--- config.mk ---
export PLATFORM = sky130hd
export DESIGN_NAME = tristate_bus_arbiter
export DESIGN_NICKNAME = d
export VERILOG_FILES = /design/src/rtl/tristate_bus_arbiter_pkg.sv /design/src/rtl/tristate_bus_arbiter_rr_pick.sv /design/src/rtl/tristate_bus_arbiter.sv
export SDC_FILE = /design/constraint.sdc
export NUM_CORES = 1
export LEC_CHECK = 0
export CAP_MARGIN = 10
export CORE_UTILIZATION = 51
export DETAILED_ROUTE_END_ITERATION = 10
export PLACE_DENSITY = 0.81
export SLEW_MARGIN = 20
export SYNTH_ARGS = -nofsm -noshare
export SYNTH_HDL_FRONTEND = slang
export SYNTH_HIERARCHICAL = 1
export SYNTH_SLANG_ARGS = --single-unit
--- constraint.sdc ---
create_clock -name clk -period 2.05 [get_ports clk]
set_clock_uncertainty 0.05 [all_clocks]
set_input_delay 0.3075 -clock clk [delete_from_list [all_inputs] [get_ports clk]]
set_output_delay 0.3075 -clock clk [all_outputs]
set_load 0.005 [all_outputs]
--- src/rtl/tristate_bus_arbiter_pkg.sv ---
// ---------------------------------------------------------------------------
// tsb_arb_pkg
//   Shared types and constants for the tristate bus arbiter.
//   - arb_state_e : arbiter FSM states (IDLE, TURN, OWN)
//   - SEL_W       : select width for the default build of four requesters;
//                   the top derives its own width from its N parameter
//   - TURN_W      : width of the turnaround down-counter (TURN_CYC <= 15)
//   - arb_next_ptr: round-robin successor of an index, wrapping at n
// ---------------------------------------------------------------------------
package tsb_arb_pkg;

    typedef enum logic [1:0] {
        IDLE = 2'd0,
        TURN = 2'd1,
        OWN  = 2'd2
    } arb_state_e;

    localparam int N_DEFAULT = 4;
    localparam int SEL_W     = $clog2(N_DEFAULT);
    localparam int TURN_W    = 4;

    // Round-robin successor: idx + 1, wrapping to 0 after n - 1.
    function automatic int arb_next_ptr(input int idx, input int n);
        int nxt;
        if (idx >= n - 1) begin
            nxt = 0;
        end else begin
            nxt = idx + 1;
        end
        return nxt;
    endfunction

endpackage : tsb_arb_pkg

--- src/rtl/tristate_bus_arbiter_rr_pick.sv ---
// ---------------------------------------------------------------------------
// rr_pick
//   Combinational rotating priority encoder. Returns the first set request
//   bit when searching ptr_i, ptr_i+1, ... wrapping modulo N.
// Ports
//   req_i   [N]          request vector
//   ptr_i   [$clog2(N)]  starting search position (must be < N)
//   valid_o              at least one request set
//   idx_o   [$clog2(N)]  index of the winning request (0 when none)
// ---------------------------------------------------------------------------
module rr_pick
    import tsb_arb_pkg::*;
#(
    parameter int N = 4
) (
    input  logic [N-1:0]         req_i,
    input  logic [$clog2(N)-1:0] ptr_i,
    output logic                 valid_o,
    output logic [$clog2(N)-1:0] idx_o
);

    localparam int IDX_W = $clog2(N);
    localparam int POS_W = IDX_W + 1;
    localparam logic [POS_W-1:0] N_L = POS_W'(N);

    logic [POS_W-1:0] pos_s;
    logic [IDX_W-1:0] cand_s;

    // Walk candidates from farthest to nearest so the nearest set bit is the
    // last one written and therefore wins.
    always_comb begin
        valid_o = 1'b0;
        idx_o   = '0;
        pos_s   = '0;
        cand_s  = '0;
        for (int i = N - 1; i >= 0; i--) begin
            pos_s   = {1'b0, ptr_i} + POS_W'(i);
            cand_s  = (pos_s >= N_L) ? IDX_W'(pos_s - N_L) : IDX_W'(pos_s);
            valid_o = valid_o | req_i[cand_s];
            idx_o   = req_i[cand_s] ? cand_s : idx_o;
        end
    end

endmodule : rr_pick

--- src/rtl/tristate_bus_arbiter.sv ---
// ---------------------------------------------------------------------------
// tristate_bus_arbiter
//   Shares one tristate bus line among N requesters. Grants round-robin,
//   inserts an all-off turnaround (one IDLE cycle plus TURN_CYC cycles)
//   before any driver turns on, and never raises more than one enable.
//
// Optional feature (macro ARB_HOLD_TIMEOUT_EN):
//   when defined, an owner is forcibly released after MAX_HOLD OWN cycles
//   and timeout_err pulses for one cycle as its enable drops. When
//   undefined, ownership is unbounded and timeout_err is tied low.
//
// Parameters
//   N         number of requesters (2..16)
//   TURN_CYC  undriven cycles between grant and enable (0..15)
//   MAX_HOLD  OWN cycles before forced release (macro builds only)
// Ports
//   clk          rising-edge clock
//   rst          synchronous active-high reset
//   req  [N]     level request, held until released
//   rel  [N]     release pulse, only rel[sel] is honoured
//   gnt  [N]     one-hot grant (registered)
//   oe   [N]     one-hot tristate drive enables (registered)
//   sel          index of current / last grantee
//   busy         high in TURN and OWN
//   timeout_err  one-cycle pulse on forced release
// ---------------------------------------------------------------------------
module tristate_bus_arbiter
    import tsb_arb_pkg::*;
#(
    parameter int N        = 4,
    parameter int TURN_CYC = 1,
    parameter int MAX_HOLD = 64
) (
    input  logic                 clk,
    input  logic                 rst,
    input  logic [N-1:0]         req,
    input  logic [N-1:0]         rel,
    output logic [N-1:0]         gnt,
    output logic [N-1:0]         oe,
    output logic [$clog2(N)-1:0] sel,
    output logic                 busy,
    output logic                 timeout_err
);

    localparam int IDX_W = $clog2(N);

    if ((N < 2) || (N > 16)) begin : g_bad_n
        $error("tristate_bus_arbiter: N must lie in 2..16");
    end
    if ((TURN_CYC < 0) || (TURN_CYC > 15)) begin : g_bad_turn
        $error("tristate_bus_arbiter: TURN_CYC must lie in 0..15");
    end
    if (MAX_HOLD < 1) begin : g_bad_hold
        $error("tristate_bus_arbiter: MAX_HOLD must be at least 1");
    end

    arb_state_e        state_q;
    logic [N-1:0]      gnt_q;
    logic [N-1:0]      oe_q;
    logic [IDX_W-1:0]  sel_q;
    logic [IDX_W-1:0]  ptr_q;
    logic              busy_q;
    logic [TURN_W-1:0] cnt_q;

    logic              pick_valid_s;
    logic [IDX_W-1:0]  pick_idx_s;
    logic [N-1:0]      pick_oh_s;
    logic [IDX_W-1:0]  ptr_d;
    logic              req_sel_s;
    logic              rel_sel_s;
    logic              hold_hit_s;
    logic              own_exit_s;

    rr_pick #(
        .N (N)
    ) u_rr_pick (
        .req_i   (req),
        .ptr_i   (ptr_q),
        .valid_o (pick_valid_s),
        .idx_o   (pick_idx_s)
    );

    assign pick_oh_s = {{(N-1){1'b0}}, 1'b1} << pick_idx_s;
    assign req_sel_s = req[sel_q];
    assign rel_sel_s = rel[sel_q];
    assign own_exit_s = rel_sel_s | ~req_sel_s | hold_hit_s;

    // Pointer to resume arbitration from once the current grantee leaves.
    always_comb begin
        ptr_d = IDX_W'(arb_next_ptr(int'(sel_q), N));
    end

`ifdef ARB_HOLD_TIMEOUT_EN
    localparam int HOLD_W = $clog2(MAX_HOLD + 1);

    logic [HOLD_W-1:0] hold_q;
    logic              terr_q;

    // The MAX_HOLD-th OWN cycle is the last one the owner keeps its enable.
    assign hold_hit_s = (state_q == OWN) && (hold_q == HOLD_W'(MAX_HOLD - 1));

    // Hold counter: counts OWN cycles, zero everywhere else so it starts
    // clean on every entry to OWN; timeout pulse lands with oe clearing.
    always_ff @(posedge clk) begin
        if (rst) begin
            hold_q <= '0;
            terr_q <= 1'b0;
        end else begin
            terr_q <= hold_hit_s;
            if ((state_q == OWN) && !own_exit_s) begin
                hold_q <= hold_q + HOLD_W'(1);
            end else begin
                hold_q <= '0;
            end
        end
    end

    assign timeout_err = terr_q;
`else
    assign hold_hit_s  = 1'b0;
    assign timeout_err = 1'b0;
`endif

    // Arbiter FSM with registered grant, enable, select and busy outputs.
    always_ff @(posedge clk) begin
        if (rst) begin
            state_q <= IDLE;
            gnt_q   <= '0;
            oe_q    <= '0;
            sel_q   <= '0;
            ptr_q   <= '0;
            busy_q  <= 1'b0;
            cnt_q   <= '0;
        end else begin
            case (state_q)
                IDLE: begin
                    oe_q <= '0;
                    if (pick_valid_s) begin
                        gnt_q  <= pick_oh_s;
                        sel_q  <= pick_idx_s;
                        busy_q <= 1'b1;
                        if (TURN_CYC > 0) begin
                            state_q <= TURN;
                            cnt_q   <= TURN_W'(TURN_CYC);
                        end else begin
                            // No turnaround: enable follows the grant directly;
                            // the IDLE cycle already kept the bus undriven.
                            state_q <= OWN;
                            oe_q    <= pick_oh_s;
                        end
                    end else begin
                        gnt_q  <= '0;
                        busy_q <= 1'b0;
                    end
                end
                TURN: begin
                    if (!req_sel_s) begin
                        // Grantee withdrew before driving: abort, move on.
                        state_q <= IDLE;
                        gnt_q   <= '0;
                        oe_q    <= '0;
                        busy_q  <= 1'b0;
                        ptr_q   <= ptr_d;
                    end else if (cnt_q == TURN_W'(1)) begin
                        state_q <= OWN;
                        oe_q    <= gnt_q;
                    end else begin
                        cnt_q <= cnt_q - TURN_W'(1);
                    end
                end
                OWN: begin
                    if (own_exit_s) begin
                        state_q <= IDLE;
                        gnt_q   <= '0;
                        oe_q    <= '0;
                        busy_q  <= 1'b0;
                        ptr_q   <= ptr_d;
                    end else begin
                        oe_q <= gnt_q;
                    end
                end
                default: begin
                    state_q <= IDLE;
                    gnt_q   <= '0;
                    oe_q    <= '0;
                    busy_q  <= 1'b0;
                end
            endcase
        end
    end

    assign gnt  = gnt_q;
    assign oe   = oe_q;
    assign sel  = sel_q;
    assign busy = busy_q;

endmodule : tristate_bus_arbiter

== Word-level counts from Yosys, hierarchy flattened ==
Cells that the tools add are included.
Operators by class
  $add $sub $neg: 9
  $mul: 0
  divide/modulo/power cells: 0
  order comparisons: 10
  equality and inequality tests: 9
  shifts and indexed selects: 1
  mux-type cells: 44
  bitwise operators: 5
  reduce and logical (&&, ||, !) cells: 8
Operator list (number)
  $mux 4: 8
  $mux 2: 15
  $pmux 4 s2: 2
  $lt 2x3->1 const B: 5
  $bmux 1 s2: 6
  $pmux 4 s3: 1
  $ne 2x2->1 const B: 5
  $ge 3x3->1 const B: 3
  $mux 1: 9
  $sub 2x1->2 const B: 4
  $add 2x2->3 const B: 2
  $pmux 2 s3: 1
  $reduce_and 3->1: 2
  $eq 4x1->1 const B: 1
  $or 1x1->1: 4
  $pmux 2 s2: 1
  $reduce_and 2->1: 2
  $reduce_and 4->1: 1
  $reduce_bool 2->1: 2
  $shl 1x2->4 const A: 1
  $sub 4x1->4 const B: 1
  $add 2x1->3 const B: 1
  $ge 2x3->1 const B: 1
  $ne 3x3->1 const B: 1
  other kinds (7): 7
Word-level totals
  bits in registers: 19
  latch bits: 0
  RAM bits: 0
  bits in read-only memories: 0
  output and inout bits: 12
  logic and storage cells: 93
  memories: 0

== Longest topological paths before layout ==
  word-level depth: 12
  gate-level depth with buffers: 7
  gate-level depth less buffers: 7

== Hierarchy ==
Netlist, hierarchy kept.
Modules (own cells, without submodules)
  tristate_bus_arbiter: instances 1, cells an instance 121, area each 1098.6 sq um, sequential area each 380.4 sq um
  rr_pick: instances 1, cells an instance 13, area each 77.6 sq um, sequential area each 0.0 sq um

== Worst setup path after synthesis ==
OpenSTA, ideal clock, no wires.
  path type: register to register
  start point: register sel_q[0], in the netlist sel[0]
  end point: register ptr_q[0]
  library setup time: 121 ps
  arrival time: 1690 ps
  data required time: 1879 ps
  setup slack: 190 ps
  cell stages (with the launch flop): 4
  buffers on the path: 0
  path through: dfxtp_1 mux4_1 a22oi_1 mux2_2
On the way
  longest elaborated chain between the ends: 6
  elaborated cells between the ends (all ways): 15
  those cells by class: 1 x add/sub; 1 x order compare; 2 x eq/ne; 8 x mux; 2 x bitwise; 1 x reduce/logical
RTL lines
  from (decl): line tristate_bus_arbiter.sv:60  | logic [IDX_W-1:0] sel_q;
  from (signal assigned): line tristate_bus_arbiter.sv:140  | sel_q <= pick_idx_s;
  $bmux 1 s2: line tristate_bus_arbiter.sv:84  | assign req_sel_s = req[sel_q];
  $mux 1 (not written as such): line tristate_bus_arbiter.sv:84
  $not 1->1: line tristate_bus_arbiter.sv:86  | assign own_exit_s = rel_sel_s | ~req_sel_s | hold_hit_s;
  $or 1x1->1: line tristate_bus_arbiter.sv:86
  $ne 2x2->1 (no line)
  $reduce_and 3->1 (no line)
  to (signal assigned): line tristate_bus_arbiter.sv:163  | ptr_q <= ptr_d;
  to (signal assigned): line tristate_bus_arbiter.sv:177  | ptr_q <= ptr_d;
  to (decl): line tristate_bus_arbiter.sv:61  | logic [IDX_W-1:0] ptr_q;
Several ways; a longest one is shown, not always the timed one. The select of a mux whose other input is x is not followed.
A chain may end at the register's enable or synchronous reset.

== Final worst setup path ==
  start point: register state_q[1]
  end point: register cnt_q[3]
On the way
  longest elaborated chain between the ends: 3
  elaborated cells between the ends (all ways): 8
  those cells by class: 4 x eq/ne; 1 x mux; 3 x reduce/logical
RTL lines
  from (decl): line tristate_bus_arbiter.sv:57  | arb_state_e state_q;
  from (signal assigned): line tristate_bus_arbiter.sv:127  | state_q <= IDLE;
  from (signal assigned): line tristate_bus_arbiter.sv:143  | state_q <= TURN;
  from (signal assigned): line tristate_bus_arbiter.sv:148  | state_q <= OWN;
  $eq 2x1->1 / $logic_not 2->1 (equally long branches): line tristate_bus_arbiter.sv:135  | case (state_q)
  $ne 2x2->1 (no line) / $reduce_bool 2->1 (equally long branches)
  $reduce_and 4->1 (no line)
  to (signal assigned): line tristate_bus_arbiter.sv:144  | cnt_q <= TURN_W'(TURN_CYC);
  to (signal assigned): line tristate_bus_arbiter.sv:168  | cnt_q <= cnt_q - TURN_W'(1);
  to (decl): line tristate_bus_arbiter.sv:63  | logic [TURN_W-1:0] cnt_q;
Several ways; a longest one is shown, not always the timed one.

==> qor.yml <==
max_freq_ghz: 0.507
fin_cells: 197
cts_tree: "yes"
clock-sinks: 19
dp.cells: 193
worstMarginPinSlew_ns: 0.573
yosysUniqueCellTypes: 46
synth_most_common_cell: "dfxtp_1"
hold_path.class: "reg2reg"
grt_pass1_wl_um: 4950
ctsHoldBuffers: 0
antenna_found_initial: 0
required_ns: 2.23
synth_area_leaders: "dfxtp_1 32%, ha_1 6.4%, nand2_1 5.1%"
area_growth_pct: 31.0
grt_usage: 0.258
firstDrtPassIters: 4
finalHoldViolCount: 0
ant_nets: 0
vias: 1144
die_area_um2: 2500
clock-root-buffer: "clkbuf_4"
timing.critical_path.buf_inv: 2
overflow: 0
post-route-util: 0.703
portBuffers: 20
clk_pin_slew_worst_paths_ns: 0.11
syn_nets: 150
crit_arrival_ns: 2.15
setup_viol: 0
cp_max_fo: 5
hpwl_um: 2150
clock_path_buffers: 2
place.gp.congestion: 0.877
critPathKind: "reg2reg"
cpMaxStageDelayCell: "or4_1"
path_delay_family: "simple AND/OR/NAND/NOR gates"
maxSlewViolCount: 0
synthTopCellsByCount: "19 x dfxtp_1, 16 x nand2_1, 9 x inv_1"
relSlewSlack: 0.617
core_um2: 2190
synth_edf_count: 0
fin_crit_sh: 0.962
ys_ff_latch: 19
cp-end-kind: "flip-flop"
post_dp_cell_area_um2: 1510
wirelength_um: 2890
synth.top_cell.area_share: 0.323
diodes: 0
critical_path.startpoint_type: "flip-flop"
ir_drop_mv: 0.643
grt_max_degree: 18
maxCapViolCount: 0
fin_crit_ns: 1.97
cts_buffers: 3
setup_tns_ns: 0
avgViaCountPerCell: 5.81
async_flop_share: 0
status: "complete, no violations"
ys_seq_area_frac: 0.323
syn_avg_cell_area_um2: 8.78
final_area_um2: 1540
grt_pass1_vias: 1131
powerDensity_nw_per_um2: 869
leakage_nw: 0.574
die_w_um: 50.0
fin_nets: 186
post-cts-setup-buffers: 0
synth_area_leader_cell: "dfxtp_1"
pin_count: 22
n_fill_cell: 187
drc: 0
synth_ff_type: "dfxtp_1"
drive_gt1_frac: 0.201
syn_area_um2: 1180
critPathMaxStageDelay_ns: 0.52
clk_latency_ns: 0.30
wire_per_inst_um: 14.6
yosysWarnings: 6
chipHeight_um: 50.0
cts_max_level: 1
syn_inst: 134
drtIter0Drc: 20
initial_core_util: 0.537
path_cells: "inv_1 -> ha_2 -> and2b_1 -> a2bb2oi_2 -> buf_4 -> or4_1 -> a21boi_1"
core.rowCount: 17
-- sequential cells by signal, indices dropped and copies added (netlist names) --
name     count
gnt          4
oe           4
sel          2
busy         1
state_q      2
cnt_q        4
ptr_q        2
-- worst paths after layout --
path / slack (ns) / depth (start not counted) / startpoint / to
max reg2reg: 0.08 / 7 / state_q[1] / cnt_q[3]
max: 0.08 / 7 / state_q[1] / cnt_q[3]
min: 0.43 / 2 / oe[3] / oe[3]
min reg2reg: 0.43 / 2 / oe[3] / oe[3]
-- worst min-delay path, cell delays in order, from the launching register on --
cell,delay (ns)
dfxtp_1,0.33
nand4_1,0.06
o41ai_1,0.06
-- final cells by class --
class | count | area (um2) | share of cell area
inverters | 10 | 37.5 | 0.0244
well taps | 28 | 35.0 | 0.0227
flip-flops and latches | 19 | 380 | 0.247
clock buffers | 4 | 26.3 | 0.0171
multi-input cells | 99 | 733 | 0.476
repair buffers | 37 | 328 | 0.213
-- per-layer routing --
layer / track usage / wire length [um] / vias up / share of wire
li1: - / - / 567 / -
met1: 0.340 / 1410 / 545 / 0.49
met2: 0.409 / 1340 / 25 / 0.46
met3: 0.0525 / 89 / 7 / 0.031
met4: 0.0952 / 45 / 0 / 0.016
met5: 0 / 0 / - / 0
-- through the flow --
stage / hold WS, ns / worst slack [ns] / power, mW
2_1_floorplan: 0.406 / 0.190 / 0.886
4_1_cts: 0.436 / 0.0221 / 1.32
5_1_grt: 0.455 / -0.00835 / 1.42
6_report: 0.435 / 0.0789 / 1.34
3_3_place_gp: 0.409 / -0.0898 / 1.11
3_5_place_dp: 0.417 / -0.186 / 1.13
-- cell usage in the layout, fill, tap and decap left out, drive strengths merged, types with 3 or more instances in the layout --
master / n
clkbuf: 4
a211oi: 5
nand2b: 3
dfxtp: 19
mux2i: 3
nand4: 5
inv: 9
nand2: 16
o41ai: 5
buf: 17
nand3: 3
ha: 6
mux2: 3
nor2: 9
a21oi: 4
clkdlybuf4s50: 20
-- logic make-up (layout without fill, tap and decap cells) --
logic type | count (synthesis) | in the layout | share of synthesized area
and+or+nand+nor | 51 | 51 | 0.226
AOI/OAI and AO/OA | 33 | 33 | 0.228
DFF | 19 | 19 | 0.323
buffers and inverters | 16 | 51 | 0.0606
muxes | 8 | 8 | 0.0957
adders and majority gates | 6 | 6 | 0.0638
other | 1 | 1 | 0.00319
-- power by group --
part	leakage [nW]	switching [mW]	internal (mW)
Sequential	0.155	0.0475	0.424
Clock	0.0150	0.120	0.0760
Combinational	0.404	0.345	0.326
-- what timing repair did --
item,4_1_cts,5_1_grt
hold endpoints to repair,0,0
endpoints found under the setup margin,0,2
gates resized for setup,0,3
No activity file was read; power rests on OpenSTA's default activity.
